===== config.mk =====
export PLATFORM = sky130hd
export DESIGN_NAME = seven_seg_scanner
export DESIGN_NICKNAME = d
export VERILOG_FILES = /design/src/rtl/seven_seg_pkg.sv /design/src/rtl/seven_seg_scanner_hex_to_seg.sv /design/src/rtl/seven_seg_scanner.sv
export SDC_FILE = /design/constraint.sdc
export NUM_CORES = 1
export LEC_CHECK = 0
export ABC_CLOCK_PERIOD_IN_PS = 2850
export BUFFER_PORTS_ARGS = -buffer_cell sky130_fd_sc_hd__buf_2
export CAP_MARGIN = 20
export CORE_UTILIZATION = 51
export CTS_CLUSTER_SIZE = 10
export DETAILED_ROUTE_END_ITERATION = 12
export MAX_ROUTING_LAYER = met4
export PLACE_DENSITY = 0.78
export SLEW_MARGIN = 15
export SYNTH_ARGS = -nofsm -noshare
export SYNTH_HDL_FRONTEND = slang
export SYNTH_SLANG_ARGS = --single-unit

===== constraint.sdc =====
create_clock -name clock_in -period 2.85 [get_ports clock_in]
set_clock_uncertainty 0.15 [all_clocks]
set_input_delay 0.1425 -clock clock_in [delete_from_list [all_inputs] [get_ports clock_in]]
set_output_delay 0.1425 -clock clock_in [all_outputs]
set_load 0.03 [all_outputs]

===== src/rtl/seven_seg_pkg.sv =====
// Shared types and constants for the seven-segment scanner: scan states,
// active-low segment patterns for hex digits and the all-off codes.
package seven_seg_pkg;

    typedef enum logic [1:0] {
        BLANK = 2'd0,
        DRIVE = 2'd1,
        DEAD  = 2'd2
    } scan_state_e;

    // Segment patterns are {g,f,e,d,c,b,a}, active low.
    localparam logic [6:0] SEG_HEX_0 = 7'b1000000;
    localparam logic [6:0] SEG_HEX_1 = 7'b1111001;
    localparam logic [6:0] SEG_HEX_2 = 7'b0100100;
    localparam logic [6:0] SEG_HEX_3 = 7'b0110000;
    localparam logic [6:0] SEG_HEX_4 = 7'b0011001;
    localparam logic [6:0] SEG_HEX_5 = 7'b0010010;
    localparam logic [6:0] SEG_HEX_6 = 7'b0000010;
    localparam logic [6:0] SEG_HEX_7 = 7'b1111000;
    localparam logic [6:0] SEG_HEX_8 = 7'b0000000;
    localparam logic [6:0] SEG_HEX_9 = 7'b0010000;
    localparam logic [6:0] SEG_HEX_A = 7'b0001000;
    localparam logic [6:0] SEG_HEX_B = 7'b0000011;
    localparam logic [6:0] SEG_HEX_C = 7'b1000110;
    localparam logic [6:0] SEG_HEX_D = 7'b0100001;
    localparam logic [6:0] SEG_HEX_E = 7'b0000110;
    localparam logic [6:0] SEG_HEX_F = 7'b0001110;

    localparam logic [6:0] SEG_OFF = 7'h7F;
    localparam logic [3:0] AN_OFF  = 4'hF;

    function automatic logic [3:0] anode_mask(input logic [1:0] idx);
        return ~(4'b0001 << idx);
    endfunction

endpackage


===== src/rtl/seven_seg_scanner_hex_to_seg.sv =====
// Combinational hex nibble to active-low seven-segment decoder.
module hex_to_seg
    import seven_seg_pkg::*;
(
    input  logic [3:0] nibble,
    output logic [6:0] seg_n
);

    // Nibble to segment pattern lookup.
    always_comb begin
        seg_n = SEG_OFF;
        case (nibble)
            4'h0:    seg_n = SEG_HEX_0;
            4'h1:    seg_n = SEG_HEX_1;
            4'h2:    seg_n = SEG_HEX_2;
            4'h3:    seg_n = SEG_HEX_3;
            4'h4:    seg_n = SEG_HEX_4;
            4'h5:    seg_n = SEG_HEX_5;
            4'h6:    seg_n = SEG_HEX_6;
            4'h7:    seg_n = SEG_HEX_7;
            4'h8:    seg_n = SEG_HEX_8;
            4'h9:    seg_n = SEG_HEX_9;
            4'hA:    seg_n = SEG_HEX_A;
            4'hB:    seg_n = SEG_HEX_B;
            4'hC:    seg_n = SEG_HEX_C;
            4'hD:    seg_n = SEG_HEX_D;
            4'hE:    seg_n = SEG_HEX_E;
            4'hF:    seg_n = SEG_HEX_F;
            default: seg_n = SEG_OFF;
        endcase
    end

endmodule


===== src/rtl/seven_seg_scanner.sv =====
// Four-digit multiplexed seven-segment scanner with dead time between digits.
// Optional macro SEVEN_SEG_LEADING_ZERO_BLANK_EN blanks leading zero digits.
module seven_seg_scanner
    import seven_seg_pkg::*;
#(
    parameter int unsigned DEAD_CYCLES = 2
) (
    input  logic        clock_in,
    input  logic        reset_n,
    input  logic        scan_tick_in,
    input  logic [15:0] value_in,
    input  logic        load,
    input  logic        blank_in,
    output logic [6:0]  seg_n,
    output logic [3:0]  an_n
);

    localparam logic [3:0] DEAD_LAST = 4'(DEAD_CYCLES - 1);

    logic        sync1_r, sync2_r, prev_r, step_r;
    logic [15:0] disp_r, disp_next_s;
    scan_state_e state_r, state_next_s;
    logic [1:0]  idx_r, idx_next_s;
    logic [3:0]  dead_cnt_r, cnt_next_s;
    logic [3:0]  nibble_s;
    logic [6:0]  dec_seg_s;
    logic        lz_blank_s;

    // Synchronize the divider output and turn its rising edge into a step pulse.
    always_ff @(posedge clock_in or negedge reset_n) begin
        if (!reset_n) begin
            sync1_r <= 1'b0;
            sync2_r <= 1'b0;
            prev_r  <= 1'b0;
            step_r  <= 1'b0;
        end else begin
            sync1_r <= scan_tick_in;
            sync2_r <= sync1_r;
            prev_r  <= sync2_r;
            step_r  <= sync2_r & ~prev_r;
        end
    end

    // A load on this edge is visible to the digit being entered on this edge.
    always_comb begin
        disp_next_s = disp_r;
        if (load) begin
            disp_next_s = value_in;
        end else begin
            disp_next_s = disp_r;
        end
    end

    // Scan state transitions; blank_in overrides everything, steps in DEAD are dropped.
    always_comb begin
        state_next_s = state_r;
        idx_next_s   = idx_r;
        cnt_next_s   = dead_cnt_r;
        if (blank_in) begin
            state_next_s = BLANK;
            idx_next_s   = 2'd0;
            cnt_next_s   = 4'd0;
        end else begin
            case (state_r)
                BLANK: begin
                    if (step_r) begin
                        state_next_s = DRIVE;
                        idx_next_s   = 2'd0;
                    end else begin
                        state_next_s = BLANK;
                    end
                end
                DRIVE: begin
                    if (step_r) begin
                        state_next_s = DEAD;
                        idx_next_s   = idx_r + 2'd1;
                        cnt_next_s   = 4'd0;
                    end else begin
                        state_next_s = DRIVE;
                    end
                end
                DEAD: begin
                    if (dead_cnt_r == DEAD_LAST) begin
                        state_next_s = DRIVE;
                        cnt_next_s   = 4'd0;
                    end else begin
                        cnt_next_s   = dead_cnt_r + 4'd1;
                    end
                end
                default: begin
                    state_next_s = BLANK;
                    idx_next_s   = 2'd0;
                    cnt_next_s   = 4'd0;
                end
            endcase
        end
    end

    assign nibble_s = disp_next_s[{idx_next_s, 2'b00} +: 4];

    hex_to_seg u_hex_to_seg (
        .nibble (nibble_s),
        .seg_n  (dec_seg_s)
    );

`ifdef SEVEN_SEG_LEADING_ZERO_BLANK_EN
    // A digit is dark when it and every digit above it are zero; digit 0 always shows.
    always_comb begin
        lz_blank_s = 1'b0;
        case (idx_next_s)
            2'd3:    lz_blank_s = (disp_next_s[15:12] == 4'h0);
            2'd2:    lz_blank_s = (disp_next_s[15:8] == 8'h00);
            2'd1:    lz_blank_s = (disp_next_s[15:4] == 12'h000);
            default: lz_blank_s = 1'b0;
        endcase
    end
`else
    assign lz_blank_s = 1'b0;
`endif

    // State, display register and registered anode/segment outputs.
    always_ff @(posedge clock_in or negedge reset_n) begin
        if (!reset_n) begin
            state_r    <= BLANK;
            idx_r      <= 2'd0;
            dead_cnt_r <= 4'd0;
            disp_r     <= 16'h0000;
            an_n       <= AN_OFF;
            seg_n      <= SEG_OFF;
        end else begin
            state_r    <= state_next_s;
            idx_r      <= idx_next_s;
            dead_cnt_r <= cnt_next_s;
            disp_r     <= disp_next_s;
            if (state_next_s == DRIVE) begin
                an_n  <= anode_mask(idx_next_s);
                seg_n <= lz_blank_s ? SEG_OFF : dec_seg_s;
            end else begin
                an_n  <= AN_OFF;
                seg_n <= SEG_OFF;
            end
        end
    end

endmodule


==> PnR_summary.wiki, run 1 <==
{| class="wikitable"
! Metric !! Value
|-
| Clock transition time at the flip-flop clock pins of the worst setup and hold paths || 0.08 ns
|-
| # setup viols final || 0
|-
| Kind of critical path || flop to flop
|-
| Synth-to-layout area growth || 27.3%
|-
| Peak clock frequency supported by timing || between 300 and 400 MHz
|-
| Number of buffers and inverters on the critical path || 1
|-
| Slew Limit Fails || 0
|-
| Setup slack of the worst register-to-register path || a little under 0.09 ns
|-
| Number of global-route vias before repair || 1546
|-
| Antenna-violating nets left || 0
|-
| Clock insertion delay at the later pin of the skew report || slightly below 0.3 ns
|-
| Critical-path top delay cell || sky130_fd_sc_hd__or3_4
|-
| Aggregate negative setup slack || 0 ns
|-
| Largest stage delay, worst path || 0.38 ns
|-
| Max_slew headroom || 44.5%
|-
| Average vias per placed instance || 5.51
|-
| Power per unit of standard cell area || between 500 and 600 mW/mm²
|-
| Worst vdd rail ir drop || ~380 µV
|-
| Final worst hold slack || 0.212 ns
|-
| HPWL after detailed placement || between 3 and 4 mm
|-
| Yosys Warn Count || 0
|-
| Peak-usage layer in the global routing report || met2
|-
| Total core area || 0.00400 mm²
|-
| Net count after synthesis || 209
|-
| Cell count after synthesis || around 180
|-
| Synthesized area divided by synthesized cell count || 11.8 µm²
|-
| Horizontal extent of the die || 66.4 µm
|-
| Routed wirelength normalized by instance count || 16.3 µm
|-
| Leak pwr || 1.16 nW
|-
| TritonCTS clock tree || done
|-
| Inserted Clock Buffers || 5
|-
| Critical Path Fanout Max || 6
|-
| H-tree level count || 2
|-
| Routed vias || 1586
|-
| Count of standard-cell rows || 23
|-
| Count of buffers inserted at the top-level ports || 31
|-
| Type of element launching the critical path || flop
|-
| Share of the yosys chip area belonging to registers || roughly 47%
|-
| RSZ-0062 raised after global routing || yes
|-
| Grt met2 use || between 40% and 50%
|-
| Wire length of the first global-routing pass || 7.56 mm
|-
| Number of failing hold endpoints at the final stage || 0
|-
| Share of cells above drive strength 1 || 47.1%
|-
| Multi-input logic area || 0.00107 mm²
|-
| Setup WS post-layout || roughly 0.088 ns
|-
| Global routing met3 resource utilization || under 10%
|-
| TritonRoute pass-1 iters || 4
|-
| Crit end category || flop
|-
| Initial antenna violation count || 0
|-
| DRT Wirelength || 4.69 mm
|-
| Required time of the worst setup path || 2.92 ns
|-
| Top-level port count || 32
|-
| Number of clock sinks seen by CTS || 39
|-
| Post-route clock period utilization || 96.9%
|-
| Reg2reg start || step_r
|-
| Final core area utilization || 67.4%
|-
| Final Total Pwr || about 1.5 mW
|-
| Length in cells of the worst reg-to-reg path || 11
|-
| Result of the run || finished clean
|-
| Total area of sequential cells || 990 µm²
|-
| Buffers inserted by post-CTS timing repair || 0
|-
| Largest net degree at the start of global routing || 40
|-
| Number of library cell types mapped by synthesis || between 50 and 60
|-
| Total grt overflow || 0
|-
| Die Span Y || 66.4 µm
|-
| Hold depth || 0
|-
| Largest delay share family, worst path || simple AND/OR/NAND/NOR gates
|-
| End of the worst hold path || sync2_r
|-
| Netlist area before placement || roughly 0.0021 mm²
|-
| Antenna Diode Count || 0
|-
| Library cell used as clock root buffer || sky130_fd_sc_hd__clkbuf_8
|-
| Arrival @ worst endpoint || between 2 and 3 ns
|-
| FF-to-FF End || seg_n[0]
|-
| Cell with the most instances on the worst path || sky130_fd_sc_hd__ha_1
|-
| Startpoint of the worst hold path || sync1_r
|-
| Initial detailed-routing violation count || 91
|-
| Slew of the pin with the lowest slew margin || 0.832 ns
|-
| Worst min path class || flop to flop
|-
| Overall routing resource usage || 24.4%
|-
| Crit path cell chain || inv_1 > ha_1 > nand2b_2 > a211oi_2 > nor2_2 > mux2i_1 > mux2_4 > ha_1 > or3_4 > o32ai_2 > nor3_2
|-
| Met1 usage || between 20 and 30%
|-
| Maximum clock path buffer count || 2
|-
| # Max-Cap Violations || 0
|-
| Final worst path period need || 2.76 ns
|-
| Placer Congestion || between 0.9 and 1
|-
| Starting utilization of the core area || 53.0%
|-
| Worst setup slack after placement || roughly 0.14 ns
|-
| Number of nets in the layout || roughly 270
|-
| Fill cell total of the finished layout || 290
|-
| Die Area || 0.00441 mm²
|-
| Synthesis-stage register bit count || 39
|-
| Final routed DRC violation total || 0
|}
## synth_stat cells (all sizes together)
| library cell | number | share of area [%] |
|---|---|---|
| or3 | 3 | 1.1 |
| a221oi | 1 | 0.41 |
| and2 | 1 | 0.41 |
| dfrtp | 28 | 33 |
| o221ai | 3 | 1.5 |
| buf | 5 | 2.2 |
| and3 | 2 | 0.89 |
| or2 | 3 | 0.89 |
| and3b | 1 | 0.59 |
| a211oi | 2 | 0.95 |
| o22ai | 1 | 0.59 |
| o31ai | 2 | 1.4 |
| a31oi | 3 | 0.89 |
| mux2i | 6 | 2.8 |
| nor2b | 4 | 1.3 |
| o21ai | 9 | 2.3 |
| ha | 9 | 5.3 |
| nand3b | 4 | 1.4 |
| nor2 | 9 | 2.7 |
| dfstp | 11 | 14 |
| nand2b | 5 | 1.9 |
| nand2 | 9 | 1.7 |
| a21boi | 1 | 0.53 |
| nor4 | 1 | 0.59 |
| mux2 | 18 | 9.6 |
| a211o | 1 | 0.41 |
| nor3 | 8 | 3.1 |
| nand3 | 5 | 1.2 |
| o32ai | 1 | 0.41 |
| a21oi | 8 | 2.2 |
| a21o | 3 | 1.2 |
| clkbuf | 1 | 0.18 |
| xnor2 | 1 | 0.41 |
| o211ai | 1 | 0.35 |
| inv | 9 | 1.7 |
## metrics by stage
step	instances	cell area (µm²)
2_1_floorplan	179	2120
3_3_place_gp	261	2340
3_5_place_dp	261	2340
4_1_cts	288	2670
5_1_grt	288	2700
6_report	288	2700
## flip-flops by register name, indices dropped and copies added, names as in the netlist
name,cells
an_n,4
state_r,2
step_r,1
sync1_r,1
idx_r,2
seg_n,7
disp_r,16
prev_r,1
sync2_r,1
dead_cnt_r,4
## layer usage
| metal | part of all wire, % | vias up |
|---|---|---|
| met2 | 51 | 38 |
| met5 | 0 | - |
| met1 | 44 | 780 |
| met4 | 1.8 | 0 |
| met3 | 3.3 | 12 |
| li1 | - | 756 |
## report_power, final
group	switching (mW)	leakage, nW	internal [mW]	total, mW
registers	0.0154	0.461	0.602	0.618
logic	0.182	0.637	0.138	0.319
clock network	0.196	0.0644	0.349	0.545
total	0.393	1.16	1.09	1.48
## cells by family (layout without fill, tap and decap cells)
kind of cell / Yosys count / after routing / share of synthesized area [%]
AND/OR/NAND/NOR: 55 / 55 / 17.9
flip-flops: 39 / 39 / 46.7
AO/OA/AOI/OAI: 36 / 36 / 13.2
multiplexers: 24 / 24 / 12.4
buffers and inverters: 15 / 74 / 4.08
adder cells (fa/ha/maj): 9 / 9 / 5.32
XOR/XNOR: 1 / 1 / 0.414
## cell type report
| type | instances | area share, % |
|---|---|---|
| Clock inverter | 3 | 2.50 |
| Clock buffer | 5 | 2.55 |
| Multi-Input combinational cell | 125 | 39.8 |
| Sequential cell | 39 | 36.7 |
| Tap cell | 50 | 2.32 |
| Inverter | 9 | 1.35 |
| Timing Repair Buffer | 57 | 14.7 |
## placed cells by master (no fill, tap or decap), types with 3 or more instances in the layout
| cell | Yosys | final |
|---|---|---|
| sky130_fd_sc_hd__a21oi_2 | 2 | 3 |
| sky130_fd_sc_hd__buf_2 | 1 | 31 |
| sky130_fd_sc_hd__dfrtp_1 | 28 | 28 |
| sky130_fd_sc_hd__nor2_1 | 5 | 5 |
| sky130_fd_sc_hd__o21ai_0 | 8 | 8 |
| sky130_fd_sc_hd__nor2_2 | 3 | 3 |
| sky130_fd_sc_hd__a21oi_1 | 6 | 5 |
| sky130_fd_sc_hd__mux2i_1 | 6 | 6 |
| sky130_fd_sc_hd__nand3_1 | 5 | 5 |
| sky130_fd_sc_hd__nand3b_1 | 4 | 4 |
| sky130_fd_sc_hd__nand2_1 | 8 | 8 |
| sky130_fd_sc_hd__dlygate4sd3_1 | 0 | 19 |
| sky130_fd_sc_hd__buf_4 | 2 | 7 |
| sky130_fd_sc_hd__nor3_2 | 3 | 5 |
| sky130_fd_sc_hd__nor2b_1 | 3 | 3 |
| sky130_fd_sc_hd__clkbuf_8 | 0 | 5 |
| sky130_fd_sc_hd__nand2b_1 | 3 | 3 |
| sky130_fd_sc_hd__mux2_2 | 18 | 17 |
| sky130_fd_sc_hd__a31oi_1 | 3 | 3 |
| sky130_fd_sc_hd__ha_1 | 9 | 8 |
| sky130_fd_sc_hd__dfstp_2 | 11 | 11 |
| sky130_fd_sc_hd__inv_1 | 8 | 8 |
## worst register-to-register path, cell delays in order, from the launching register on
cell and delay [ns]:
sky130_fd_sc_hd__dfrtp_1 0.35, sky130_fd_sc_hd__inv_1 0.05, sky130_fd_sc_hd__ha_1 0.27, sky130_fd_sc_hd__nand2b_2 0.21, sky130_fd_sc_hd__a211oi_2 0.28, sky130_fd_sc_hd__nor2_2 0.10, sky130_fd_sc_hd__mux2i_1 0.13, sky130_fd_sc_hd__mux2_4 0.32
sky130_fd_sc_hd__ha_1 0.22, sky130_fd_sc_hd__or3_4 0.38, sky130_fd_sc_hd__o32ai_2 0.15, sky130_fd_sc_hd__nor3_2 0.08
## worst max-delay path by stage
stage | start | to | slack [ns] | cells after the start
2_1_floorplan | step_r | seg_n[0] | 0.04 | 11
3_3_place_gp | step_r | seg_n[0] | 0.20 | 11
3_5_place_dp | step_r | seg_n[0] | 0.14 | 11
4_1_cts | step_r | seg_n[0] | 0.12 | 11
5_1_grt | step_r | seg_n[0] | -0.03 | 11
6_report | step_r | seg_n[0] | 0.09 | 11
## timing repair
item	in CTS	in global routing
setup endpoints to repair	0	2
hold buffers	19	0
resized for setup	0	7
hold endpoints to repair	46	0
(Power assumes the default switching activity.)
==> run 2, diff against run 1 <==
Settings changed: ABC_AREA set to 1, CORE_UTILIZATION 51 to 50, PLACE_DENSITY 0.78 to 0.77.
==> PnR_summary.wiki, run 2 <==
{| class="wikitable"
! Metric !! Value
|-
| Result of the run || finished clean
|-
| FF-to-FF End || seg_n[3]
|-
| Total area of sequential cells || 991 µm² (+0.13%)
|-
| Initial detailed-routing violation count || 100 (+9.9%)
|-
| Average vias per placed instance || 4.85 (-12%)
|-
| Placed cells || 325 (+25%)
|-
| Cell Count, Final, Fillers Out || 344 (+19%)
|-
| Peak clock frequency supported by timing || 391 MHz (+8.0%)
|-
| Critical Path Fanout Max || 11 (+5)
|-
| Peak-usage layer in the global routing report || met2
|-
| Count of standard-cell rows || 22 (-4.3%)
|-
| Crit end category || flop
|-
| Cell count after synthesis || 253 (+41%)
|-
| Post-route clock period utilization || 89.8% (-7.2 points)
|-
| Net count after synthesis || 283 (+35%)
|-
| Final core area utilization || 64.4% (-3.1 points)
|-
| Fill cell total of the finished layout || 325 (+12%)
|-
| Post-synthesis async set-or-reset flop share || 100% (unchanged)
|-
| Flip-flop count of the largest register after layout || 16 (unchanged)
|-
| EDFF count, synth || 0 (unchanged)
|-
| Most used cells in the layout excluding fill and tap cells || sky130_fd_sc_hd__nand2_1, sky130_fd_sc_hd__inv_1, sky130_fd_sc_hd__nand3_1
|-
| HPWL after detailed placement || 2.65 mm (-15%)
|-
| Wire length of the first global-routing pass || 6.93 mm (-8.2%)
|-
| Aggregate negative setup slack || 0 ns (unchanged)
|-
| TritonRoute pass-1 iters || 4 (unchanged)
|-
| Top-level port count || 32 (unchanged)
|-
| Antenna-violating nets left || 0 (unchanged)
|-
| # Max-Cap Violations || 0 (unchanged)
|-
| Largest stage delay, worst path || 0.42 ns (+0.04 ns)
|-
| Max_slew headroom || 44.2% (-0.30 points)
|-
| Slew of the pin with the lowest slew margin || 0.837 ns (+0.00445 ns)
|-
| Overall routing resource usage || 21.7% (-2.7 points)
|-
| Worst vdd rail ir drop || 242 µV (-36%)
|-
| Routed vias || 1668 (+5.2%)
|-
| Inserted Clock Buffers || 5 (unchanged)
|-
| Netlist area before placement || 0.00204 mm² (-3.6%)
|-
| Total core area || 0.00380 mm² (-5.0%)
|-
| Global routing met3 resource utilization || 5.69% (+0.52 points)
|-
| Synthesis-stage register bit count || 39 (unchanged)
|-
| Worst min path class || primary input to flop
|-
| Count of buffers inserted at the top-level ports || 31 (unchanged)
|-
| Reg2reg start || step_r
|-
| Leak pwr || 1.26 nW (+8.8%)
|-
| Starting utilization of the core area || 53.8% (+0.80 points)
|-
| DRT Wirelength || 3.72 mm (-21%)
|-
| Library cell used as clock root buffer || sky130_fd_sc_hd__clkbuf_8
|-
| Synth-to-layout area growth || 19.7%
|-
| Share of cells above drive strength 1 || 21.3% (-26 points)
|-
| Setup slack of the worst register-to-register path || 0.29 ns (+0.20 ns)
|-
| Cell type with the largest total area after synthesis || sky130_fd_sc_hd__dfrtp_1
|-
| Initial antenna violation count || 0 (unchanged)
|-
| Share of the yosys chip area belonging to registers || 48.5% (+1.7 points)
|-
| Grt met2 use || 33.7% (-6.4 points)
|-
| Clock transition time at the flip-flop clock pins of the worst setup and hold paths || 0.08 ns (about the same)
|-
| Power per unit of standard cell area || 540 mW/mm² (-1.8%)
|-
| Die Span Y || 65.9 µm (-0.81%)
|-
| Hold depth || 5 (+5)
|-
| Register name with the most flops || disp_r
|-
| Crit path cell chain || inv_1 > ha_1 > nand3b_1 > nand3_4 > nand2_4 > nand2_1 > nand2_1 > nand2_1 > nand2_1 > inv_1 > ha_1 > inv_1 > nand3_1 > nand3_1 > nand3_1
|-
| Final routed DRC violation total || 0 (unchanged)
|-
| Final worst path period need || 2.56 ns (-0.204 ns)
|-
| Total grt overflow || 0 (unchanged)
|-
| Largest net degree at the start of global routing || 40 (unchanged)
|-
| Startpoint of the worst hold path || value_in[3]
|-
| Yosys Warn Count || 0 (unchanged)
|-
| End of the worst hold path || disp_r[3]
|-
| Setup WS post-layout || 0.292 ns (+0.204 ns)
|-
| Commonest non-fill, non-tap cell in the layout || sky130_fd_sc_hd__nand2_1
|-
| Type of element launching the critical path || flop
|-
| Routed wirelength normalized by instance count || 10.8 µm (-34%)
|-
| Die Area || 0.00434 mm² (-1.6%)
|-
| H-tree level count || 2 (unchanged)
|-
| Number of failing hold endpoints at the final stage || 0 (unchanged)
|-
| Multi-input logic area || 842 µm² (-22%)
|-
| Number of nets in the layout || 325 (+22%)
|-
| Most instantiated cells after synthesis || sky130_fd_sc_hd__nand2_1, sky130_fd_sc_hd__inv_1, sky130_fd_sc_hd__nand3_1
|-
| Clock insertion delay at the later pin of the skew report || 0.29 ns (about the same)
|-
| Length in cells of the worst reg-to-reg path || 15 (+4)
|-
| Total placed instance area || 0.00221 mm² (-5.5%)
|-
| Cell area after layout || 0.00244 mm² (-9.4%)
|-
| Number of library cell types mapped by synthesis || 28 (-50%)
|-
| Arrival @ worst endpoint || 2.61 ns (-0.23 ns)
|-
| Maximum clock path buffer count || 2 (unchanged)
|-
| Placer Congestion || 0.934 (+0.90%)
|-
| Primary flip-flop cell chosen by synthesis mapping || sky130_fd_sc_hd__dfrtp_1
|-
| Slew Limit Fails || 0 (unchanged)
|-
| Worst setup slack after placement || 0.226 ns (+0.0895 ns)
|-
| Number of clock sinks seen by CTS || 39 (unchanged)
|-
| Met1 usage || 27.5% (-1.9 points)
|-
| Antenna Diode Count || 0 (unchanged)
|-
| Critical-path top delay cell || sky130_fd_sc_hd__dfrtp_2
|-
| Area share of the leading cell type in the synthesized netlist || 34.3% (+1.2 points)
|-
| TritonCTS clock tree || done
|-
| RSZ-0062 raised after global routing || no
|-
| Synthesized area divided by synthesized cell count || 8.07 µm² (-32%)
|-
| Number of global-route vias before repair || 1628 (+5.3%)
|-
| # setup viols final || 0 (unchanged)
|-
| Top flop regs || disp_r: 16 flops, seg_n: 7 flops
|-
| Horizontal extent of the die || 65.9 µm (-0.81%)
|-
| Synth top area cells || sky130_fd_sc_hd__dfrtp_1, sky130_fd_sc_hd__dfstp_2, sky130_fd_sc_hd__nand2_1, sky130_fd_sc_hd__nand3_1, sky130_fd_sc_hd__inv_1
|-
| Most instantiated library cell after synthesis || sky130_fd_sc_hd__nand2_1
|-
| Cell with the most instances on the worst path || sky130_fd_sc_hd__nand2_1
|-
| Required time of the worst setup path || 2.90 ns (-0.02 ns)
|-
| Buffers inserted by post-CTS timing repair || 0 (unchanged)
|-
| Kind of critical path || flop to flop
|}
==> run 2: cell type report <==
type / instances / share of cell area [%]
Sequential cell: 39 / 40.5
Multi-Input combinational cell: 162 / 34.4
Timing Repair Buffer: 42 / 10.8
Inverter: 45 / 6.91
Clock buffer: 6 / 3.38
Tap cell: 48 / 2.46
Clock inverter: 2 / 1.43
==> run 2: logic make-up (layout without fill, tap and decap cells) <==
| family | count (synthesis) | in the layout | share of synthesized area [%] |
|---|---|---|---|
| adders and majority gates | 9 | 9 | 5.51 |
| muxes | 1 | 1 | 0.551 |
| AOI/OAI and AO/OA | 25 | 25 | 6.37 |
| and+or+nand+nor | 127 | 127 | 28.6 |
| buffers and inverters | 52 | 95 | 10.5 |
| DFF | 39 | 39 | 48.5 |
==> run 2: timing repair <==
| item | in CTS | in global routing |
|---|---|---|
| resized for setup | 0 | 2 |
| endpoints found under the hold margin | 38 | 0 |
| endpoints found under the setup margin | 0 | 4 |
| hold buffers | 11 | 0 |
==> run 2: per-layer routing <==
metal  up-vias  part of all wire, %
li1        869                    -
met1       757                   48
met2        36                   46
met3         6                  3.7
met4         0                  1.7
met5         -                    0
==> run 2: worst max path at each step <==
stage                     startpoint  endpoint  slack (ns)  depth (start not counted)
after detailed placement      step_r  seg_n[3]        0.23                         15
after global placement        step_r  seg_n[3]        0.40                         15
after CTS                     step_r  seg_n[3]        0.21                         15
after floorplan               step_r  seg_n[0]        0.53                         16
final                         step_r  seg_n[3]        0.29                         15
after global routing          step_r  seg_n[3]        0.04                         15
==> run 2: power breakdown <==
part / total, mW / internal [mW] / switching, mW
combinational: 0.234 / 0.0828 / 0.151
clock: 0.470 / 0.283 / 0.186
sequential: 0.616 / 0.599 / 0.0171
==> run 2: metrics by stage <==
stage | hold WS, ns | power (mW)
floorplan | -0.303 | 0.789
global placement | 0.100 | 0.842
detailed placement | 0.103 | 0.848
CTS | 0.0283 | 1.33
global route | 0.0865 | 1.40
finish | 0.0351 | 1.32
==> run 2: worst max-delay path: cells and delay by family, from the launching register on <==
family,cells,cell delay (ns)
AND/OR/NAND/NOR,10,1.10
buffers and inverters,3,0.27
flip-flops,1,0.42
adder cells (fa/ha/maj),2,0.51
